[src/rtl/spi_fpga_master_slave.sv]
// SPI master and SPI slave sharing one system clock; the slave oversamples its
// SPI inputs on IN_CLOCK rather than using SCLK as a clock.
module spi_fpga_master_slave #(
    parameter int unsigned BIT_PER_SECOND                    = 12500000,
    parameter int unsigned CLOCK_FREQUENCY                   = 50000000,
    parameter int unsigned PACK_LENGTH                       = 8,
    parameter int unsigned CPOL                              = 0,
    parameter int unsigned CPHA                              = 1,
    parameter int unsigned MASTER_PACK_BIT_SEQUENCE_TRANSMIT = 1,
    parameter int unsigned MASTER_PACK_BIT_SEQUENCE_RECEIVE  = 0,
    parameter int unsigned SLAVE_PACK_BIT_SEQUENCE_TRANSMIT  = 0,
    parameter int unsigned SLAVE_PACK_BIT_SEQUENCE_RECEIVE   = 1
) (
    input  logic                   IN_CLOCK,
    input  logic                   IN_RESET_N,
    input  logic                   IN_LAUNCH,
    input  logic [PACK_LENGTH-1:0] IN_MASTER_DATA,
    input  logic                   IN_MISO,
    output logic                   OUT_MOSI,
    output logic                   OUT_CS,
    output logic                   OUT_SCLK,
    output logic [PACK_LENGTH-1:0] OUT_MASTER_RECEIVE_DATA,
    output logic                   OUT_MASTER_ACTION_DONE,
    input  logic [PACK_LENGTH-1:0] IN_SLAVE_TRANSMIT_DATA,
    input  logic                   IN_SLAVE_MOSI,
    input  logic                   IN_SLAVE_CS,
    input  logic                   IN_SLAVE_SCLK,
    input  logic                   IN_SLAVE_RESET,
    output logic                   OUT_SLAVE_MISO,
    output logic [PACK_LENGTH-1:0] OUT_SLAVE_RECEIVE_DATA
);

    localparam int unsigned HALF  = CLOCK_FREQUENCY / (2 * BIT_PER_SECOND);
    localparam int unsigned CNT_W = (HALF > 1) ? $clog2(HALF) : 1;
    localparam int unsigned HP_W  = $clog2(2 * PACK_LENGTH);
    localparam int unsigned BC_W  = $clog2(PACK_LENGTH + 1) + 1;

    localparam logic IDLE_LVL = (CPOL != 0);
    localparam logic CPHA1    = (CPHA != 0);
    localparam logic M_TX_MSB = (MASTER_PACK_BIT_SEQUENCE_TRANSMIT != 0);
    localparam logic M_RX_MSB = (MASTER_PACK_BIT_SEQUENCE_RECEIVE != 0);
    localparam logic S_TX_MSB = (SLAVE_PACK_BIT_SEQUENCE_TRANSMIT != 0);
    localparam logic S_RX_MSB = (SLAVE_PACK_BIT_SEQUENCE_RECEIVE != 0);

    function automatic logic head(input logic [PACK_LENGTH-1:0] w, input logic msb_first);
        return msb_first ? w[PACK_LENGTH-1] : w[0];
    endfunction

    function automatic logic [PACK_LENGTH-1:0] advance(input logic [PACK_LENGTH-1:0] w,
                                                       input logic msb_first);
        return msb_first ? {w[PACK_LENGTH-2:0], 1'b0} : {1'b0, w[PACK_LENGTH-1:1]};
    endfunction

    // After PACK_LENGTH inserts the first bit sits in the MSB (first_to_msb) or bit 0.
    function automatic logic [PACK_LENGTH-1:0] insert(input logic [PACK_LENGTH-1:0] w,
                                                      input logic b,
                                                      input logic first_to_msb);
        return first_to_msb ? {w[PACK_LENGTH-2:0], b} : {b, w[PACK_LENGTH-1:1]};
    endfunction

    typedef enum logic [2:0] {
        M_IDLE,
        M_SETUP,
        M_SHIFT,
        M_HOLD,
        M_GAP
    } mstate_t;

    mstate_t                state, state_n;
    logic [CNT_W-1:0]       cnt;
    logic [HP_W-1:0]        hp;
    logic                   launch_q;
    logic [PACK_LENGTH-1:0] tx_sr, rx_sr, tx_adv;
    logic                   half_end, last_hp;
    logic                   start, lead, trail, first_lead, finish;

    assign half_end = (cnt == CNT_W'(HALF - 1));
    assign last_hp  = (hp == HP_W'(2 * PACK_LENGTH - 1));
    assign tx_adv   = advance(tx_sr, M_TX_MSB);

    always_ff @(posedge IN_CLOCK or negedge IN_RESET_N) begin
        if (!IN_RESET_N) state <= M_IDLE;
        else             state <= state_n;
    end

    // The leading edge is issued as SETUP expires; later edges at each interior
    // half-period boundary, so the last half-period already sits at idle level.
    always_comb begin
        state_n    = state;
        start      = 1'b0;
        lead       = 1'b0;
        trail      = 1'b0;
        first_lead = 1'b0;
        finish     = 1'b0;
        case (state)
            M_IDLE: begin
                if (IN_LAUNCH && !launch_q) begin
                    start   = 1'b1;
                    state_n = M_SETUP;
                end
            end
            M_SETUP: begin
                if (half_end) begin
                    lead       = 1'b1;
                    first_lead = 1'b1;
                    state_n    = M_SHIFT;
                end
            end
            M_SHIFT: begin
                if (half_end) begin
                    if (last_hp) begin
                        state_n = M_HOLD;
                    end else if (hp[0]) begin
                        lead = 1'b1;
                    end else begin
                        trail = 1'b1;
                    end
                end
            end
            M_HOLD: begin
                if (half_end) begin
                    finish  = 1'b1;
                    state_n = M_GAP;
                end
            end
            M_GAP: begin
                if (half_end) state_n = M_IDLE;
            end
            default: state_n = M_IDLE;
        endcase
    end

    // launch_q resets high so a launch held through reset release is not an edge.
    always_ff @(posedge IN_CLOCK or negedge IN_RESET_N) begin
        if (!IN_RESET_N) begin
            launch_q                <= 1'b1;
            cnt                     <= '0;
            hp                      <= '0;
            tx_sr                   <= '0;
            rx_sr                   <= '0;
            OUT_CS                  <= 1'b1;
            OUT_SCLK                <= IDLE_LVL;
            OUT_MOSI                <= 1'b0;
            OUT_MASTER_RECEIVE_DATA <= '0;
            OUT_MASTER_ACTION_DONE  <= 1'b0;
        end else begin
            launch_q               <= IN_LAUNCH;
            OUT_MASTER_ACTION_DONE <= 1'b0;

            if (state == M_IDLE || half_end) cnt <= '0;
            else                             cnt <= cnt + CNT_W'(1);

            if (state != M_SHIFT) hp <= '0;
            else if (half_end)    hp <= hp + HP_W'(1);

            if (start) begin
                tx_sr    <= IN_MASTER_DATA;
                OUT_MOSI <= head(IN_MASTER_DATA, M_TX_MSB);
                OUT_CS   <= 1'b0;
            end

            if (lead) begin
                OUT_SCLK <= ~IDLE_LVL;
                if (!CPHA1) begin
                    rx_sr <= insert(rx_sr, IN_MISO, M_RX_MSB);
                end else if (!first_lead) begin
                    tx_sr    <= tx_adv;
                    OUT_MOSI <= head(tx_adv, M_TX_MSB);
                end
            end

            if (trail) begin
                OUT_SCLK <= IDLE_LVL;
                if (CPHA1) begin
                    rx_sr <= insert(rx_sr, IN_MISO, M_RX_MSB);
                end else begin
                    tx_sr    <= tx_adv;
                    OUT_MOSI <= head(tx_adv, M_TX_MSB);
                end
            end

            if (finish) begin
                OUT_CS                  <= 1'b1;
                OUT_MOSI                <= 1'b0;
                OUT_MASTER_ACTION_DONE  <= 1'b1;
                OUT_MASTER_RECEIVE_DATA <= rx_sr;
            end
        end
    end

    logic                   s_sclk_q, s_cs_q;
    logic                   s_cs_fall, s_cs_rise, s_lead, s_trail;
    logic                   s_sample, s_shift;
    logic [PACK_LENGTH-1:0] s_tx, s_rx, s_tx_adv;
    logic [BC_W-1:0]        s_cnt;

    assign s_cs_fall = s_cs_q && !IN_SLAVE_CS;
    assign s_cs_rise = !s_cs_q && IN_SLAVE_CS;
    assign s_lead    = (s_sclk_q == IDLE_LVL) && (IN_SLAVE_SCLK != IDLE_LVL);
    assign s_trail   = (s_sclk_q != IDLE_LVL) && (IN_SLAVE_SCLK == IDLE_LVL);
    assign s_sample  = CPHA1 ? s_trail : s_lead;
    // With CPHA=1 no bit has been sampled yet at the first leading edge, so bit 0 stays.
    assign s_shift   = CPHA1 ? (s_lead && (s_cnt != '0)) : s_trail;
    assign s_tx_adv  = advance(s_tx, S_TX_MSB);

    always_ff @(posedge IN_CLOCK or negedge IN_RESET_N) begin
        if (!IN_RESET_N) begin
            s_sclk_q               <= IDLE_LVL;
            s_cs_q                 <= 1'b1;
            s_tx                   <= '0;
            s_rx                   <= '0;
            s_cnt                  <= '0;
            OUT_SLAVE_MISO         <= 1'b0;
            OUT_SLAVE_RECEIVE_DATA <= '0;
        end else begin
            s_sclk_q <= IN_SLAVE_SCLK;
            s_cs_q   <= IN_SLAVE_CS;
            if (IN_SLAVE_RESET) begin
                s_tx                   <= '0;
                s_rx                   <= '0;
                s_cnt                  <= '0;
                OUT_SLAVE_MISO         <= 1'b0;
                OUT_SLAVE_RECEIVE_DATA <= '0;
            end else if (s_cs_fall) begin
                s_tx           <= IN_SLAVE_TRANSMIT_DATA;
                s_cnt          <= '0;
                OUT_SLAVE_MISO <= head(IN_SLAVE_TRANSMIT_DATA, S_TX_MSB);
            end else if (s_cs_rise) begin
                if (s_cnt == BC_W'(PACK_LENGTH)) OUT_SLAVE_RECEIVE_DATA <= s_rx;
                s_cnt          <= '0;
                OUT_SLAVE_MISO <= 1'b0;
            end else if (IN_SLAVE_CS) begin
                OUT_SLAVE_MISO <= 1'b0;
            end else begin
                if (s_sample) begin
                    s_rx <= insert(s_rx, IN_SLAVE_MOSI, S_RX_MSB);
                    if (s_cnt != '1) s_cnt <= s_cnt + BC_W'(1);
                end
                if (s_shift) begin
                    s_tx           <= s_tx_adv;
                    OUT_SLAVE_MISO <= head(s_tx_adv, S_TX_MSB);
                end
            end
        end
    end

endmodule

[config.mk]
export PLATFORM = sky130hd
export DESIGN_NAME = spi_fpga_master_slave
export DESIGN_NICKNAME = d
export VERILOG_FILES = /design/src/rtl/spi_fpga_master_slave.sv
export SDC_FILE = /design/constraint.sdc
export NUM_CORES = 1
export LEC_CHECK = 0
export BUFFER_PORTS_ARGS = -buffer_cell sky130_fd_sc_hd__buf_2
export CORE_MARGIN = 2
export CORE_UTILIZATION = 51
export CTS_CLUSTER_DIAMETER = 200
export CTS_CLUSTER_SIZE = 20
export DETAILED_ROUTE_END_ITERATION = 10
export PLACE_DENSITY = 0.75
export REMOVE_ABC_BUFFERS = 1
export SYNTH_ARGS = -nofsm -noshare
export SYNTH_HDL_FRONTEND = slang
export SYNTH_SLANG_ARGS = --single-unit
[constraint.sdc]
create_clock -name IN_CLOCK -period 1.8 [get_ports IN_CLOCK]
set_input_delay 0.36 -clock IN_CLOCK [delete_from_list [all_inputs] [get_ports IN_CLOCK]]
set_output_delay 0.36 -clock IN_CLOCK [all_outputs]
set_load 0.02 [all_outputs]
==> metrics.csv <==
stage,metric,value,unit
floorplanning,core footprint,5850,µm²
power,leakage power,1.89,nW
route,First-pass DRT Iterations,5,
worst_setup_path,r2r setup slk,0.04,ns
global_route,final global-route overflow total,0,
power,Power Total,4.85,mW
global_route,met2 Usage GRT,33.5,%
worst_setup_path,R2R Path End,s_cnt[3],
cells_and_area,diode count,0,
worst_setup_path,crit path max fanout,2,
worst_setup_path,worst path required time,2.02,ns
cts,clk_lat worst skew,0.34,ns
logic_synthesis,syn avg cell area,11.4,µm²
worst_setup_path,Critical Path Sink,s_cnt[3],
timing,actual slew at the worst max-slew pin,0.612,ns
worst_setup_path,worst reg-to-reg path cell count,5,
cells_and_area,fraction of layout cells with a size suffix above 1,33.8,%
cells_and_area,most frequent cells in the layout,"dfrtp_1 (64), buf_2 (44), nand2_1 (39)",
route,ANT nets after route,0,
power,Net Sw Power,1.50,mW
global_route,initial antenna violation count,0,
flow_run,Max Cap Violations,0,
route,WL final,5740,µm
cells_and_area,register area,1680,µm²
power,PD cells,1240,nW/µm²
global_route,GR met1 Demand/Resource,23.8,%
place,dpl hpwl,3940,µm
logic_synthesis,sequential share of the synthesized area,54.9,%
floorplanning,Row Count,28,
global_route,vias in the first global route,2183,
logic_synthesis,Seq cells post-synth,67,
cells_and_area,Final Non-Filler Cells,421,
global_route,met3 Usage GRT,6.92,%
power,Worst VDD drop,0.000809,V
timing,count of final setup violators,0,
logic_synthesis,Synth top area share,52.3,%
cells_and_area,filler instances,434,
route,post-DR vias/cell,5.13,
cells_and_area,area taken by multi-input logic gates,1400,µm²
floorplanning,effective utilization at floorplan,52.3,%
power,clock power share,29.1,%
route,per-cell routed wire length,13.6,µm
cells_and_area,Final nets,371,
place,placed cell count,401,
floorplanning,num ports,45,
power,Seq pwr share,43.3,%
route,via count,2158,
worst_setup_path,Critical Path AT,1.97,ns
cts,Clock Path Buffers,2,
cts,Num CTS Buffers,9,
cts,clk slew on worst S/H paths,0.07,ns
worst_setup_path,Worst R2R Start,s_cs_q,
timing,Tcrit/Tclk final,97.7,%
route,DRT iter0 DRCs,66,
logic_synthesis,Mapped Area,3060,µm²
logic_synthesis,post-synth top area cell,dfrtp_1,
timing,Final Critical Period,1.76,ns
route,drt drc,0,
cells_and_area,Synth-to-Final Area Change,27.6,%
cts,H-tree depth,3,
floorplanning,Die X,81.5,µm
timing,Final Hold Viols,0,
cts,CTS tree,done,
timing,Rel. slew slack,58.7,%
global_route,busiest metal layer after global routing,met2,
timing,Max Clk Rate,568,MHz
place,gpl congestion,0.833,
logic_synthesis,Netlist cell types,45,
worst_setup_path,Worst Setup End Kind,flop,
power,Combinational Power Share,27.6,%
timing,max-slew violations,0,
worst_setup_path,worst setup path startpoint,s_cs_q,
logic_synthesis,Synth warnings,0,
outcome,outcome,completed,
logic_synthesis,Area contributors post-synth,"dfrtp_1 (52%), mux2i_1 (11%), nand2_1 (4.8%), nor2_1 (4.4%), mux2_2 (2.9%)",
power,P_int,3.35,mW
cts,Num Clock Sinks,67,
floorplanning,die footprint,6640,µm²
cts,CTS Root Cell,clkbuf_8,
floorplanning,height of the die,81.5,µm
cells_and_area,"leading cell type in the layout, fill and taps excluded",dfrtp_1,
timing,clk_skew,0.00957,ns
worst_setup_path,WS Path Type,flop to flop,
cells_and_area,Final Util,66.8,%
worst_setup_path,CP Launch Type,flop,
global_route,gr usage total,19.8,%
place,port bufs,44,
global_route,first-pass GRT wire length,9850,µm
logic_synthesis,Synth Instances,268,
power,switch share,31.0,%
hold_path,type of the worst min-delay path,input pin to flop,
global_route,pin count of the biggest net entering global routing,26,
-- what timing repair did --
item                                    4_1_cts  5_1_grt
gates resized for setup                       6       16
endpoints found under the hold margin        14        0
endpoints found under the setup margin       12       21
pin swaps                                     4        6
buffers inserted                              0        2
hold buffers                                  1        0
gates cloned                                  0        1
-- through the flow --
stage	setup slack, ns	hold WS, ns	cell area [µm²]	TNS [ns]
2_1_floorplan	-0.149	0.0644	3000	-1.05
3_3_place_gp	-0.251	0.317	3530	-2.45
3_5_place_dp	-0.314	0.317	3530	-2.95
4_1_cts	-0.0107	0.117	3800	-0.0107
5_1_grt	-0.00560	0.114	3910	-0.0126
6_report	0.0406	0.137	3910	0
-- metal layers --
layer	wire (µm)	up-vias
li1	-	1076
met1	2530	1032
met2	2840	44
met3	303	6
met4	65	0
met5	0	-
-- registers in the layout (all words and copies together) (netlist names), 3 cells and up --
name,count
state,3
OUT_MASTER_RECEIVE_DATA,8
tx_sr,7
s_tx,7
hp,4
OUT_SLAVE_RECEIVE_DATA,8
s_cnt,5
rx_sr,8
s_rx,8
-- synth_stat cells (all sizes together) --
| cell | number |
|---|---|
| a211oi | 7 |
| a21boi | 1 |
| a21oi | 2 |
| a22o | 1 |
| a311oi | 1 |
| a31oi | 2 |
| and3 | 1 |
| and3b | 1 |
| buf | 6 |
| clkbuf | 4 |
| clkinv | 1 |
| dfrtp | 64 |
| dfstp | 3 |
| ha | 6 |
| inv | 5 |
| mux2 | 8 |
| mux2i | 33 |
| nand2 | 39 |
| nand2b | 8 |
| nand3 | 1 |
| nand3b | 2 |
| nand4 | 1 |
| nand4b | 1 |
| nor2 | 36 |
| nor2b | 2 |
| nor3 | 2 |
| nor3b | 3 |
| nor4 | 2 |
| nor4b | 1 |
| o211ai | 1 |
| o21a | 2 |
| o21ai | 10 |
| o32ai | 1 |
| o41ai | 1 |
| or3 | 1 |
| or3b | 1 |
| or4 | 1 |
| or4b | 1 |
| xnor2 | 1 |
| xor2 | 4 |
-- power groups by stage --
stage / clock network, mW / logic (mW) / registers (mW)
global placement: 0 / 1.29 / 2.11
floorplan: 0 / 0.663 / 2.30
global route: 1.53 / 1.50 / 2.15
detailed placement: 0 / 1.32 / 2.12
finish: 1.41 / 1.34 / 2.10
CTS: 1.46 / 1.34 / 2.10
-- worst min-delay path by stage --
| stage | from | end | slack, ns | cells after the start |
|---|---|---|---|---|
| floorplan | IN_RESET_N | OUT_MASTER_ACTION_DONE | 0.06 | 0 |
| CTS | IN_LAUNCH | launch_q | 0.12 | 1 |
| global route | IN_LAUNCH | launch_q | 0.11 | 1 |
| detailed placement | IN_RESET_N | tx_sr[6] | 0.32 | 1 |
| global placement | IN_RESET_N | tx_sr[6] | 0.32 | 1 |
| finish | IN_LAUNCH | launch_q | 0.14 | 1 |
-- critical path, stage by stage (launching register included) --
cell     delay (ns)
dfstp_2        0.53
ha_1           0.23
and3b_1        0.19
or4_4          0.49
xor2_1         0.16
nor2_1         0.05
-- area by class of cell --
class | count | area share [%]
clock buffer | 11 | 3.88
clock inverter | 5 | 2.18
inverter | 6 | 0.577
multi-input combinational | 186 | 35.9
sequential | 67 | 43.0
tap | 75 | 2.40
timing repair buffer | 71 | 12.0
-- cells by family (layout without fill, tap and decap cells) --
logic type | Yosys count | after routing | synth area share, %
buf+inv | 16 | 93 | 2.70
fa+ha+maj | 6 | 6 | 2.45
compound gates | 29 | 30 | 7.69
mux | 41 | 41 | 13.7
simple gates | 104 | 104 | 17.1
flops | 67 | 67 | 54.9
xor+xnor | 5 | 5 | 1.43
Power figures use the tool's default switching activity.
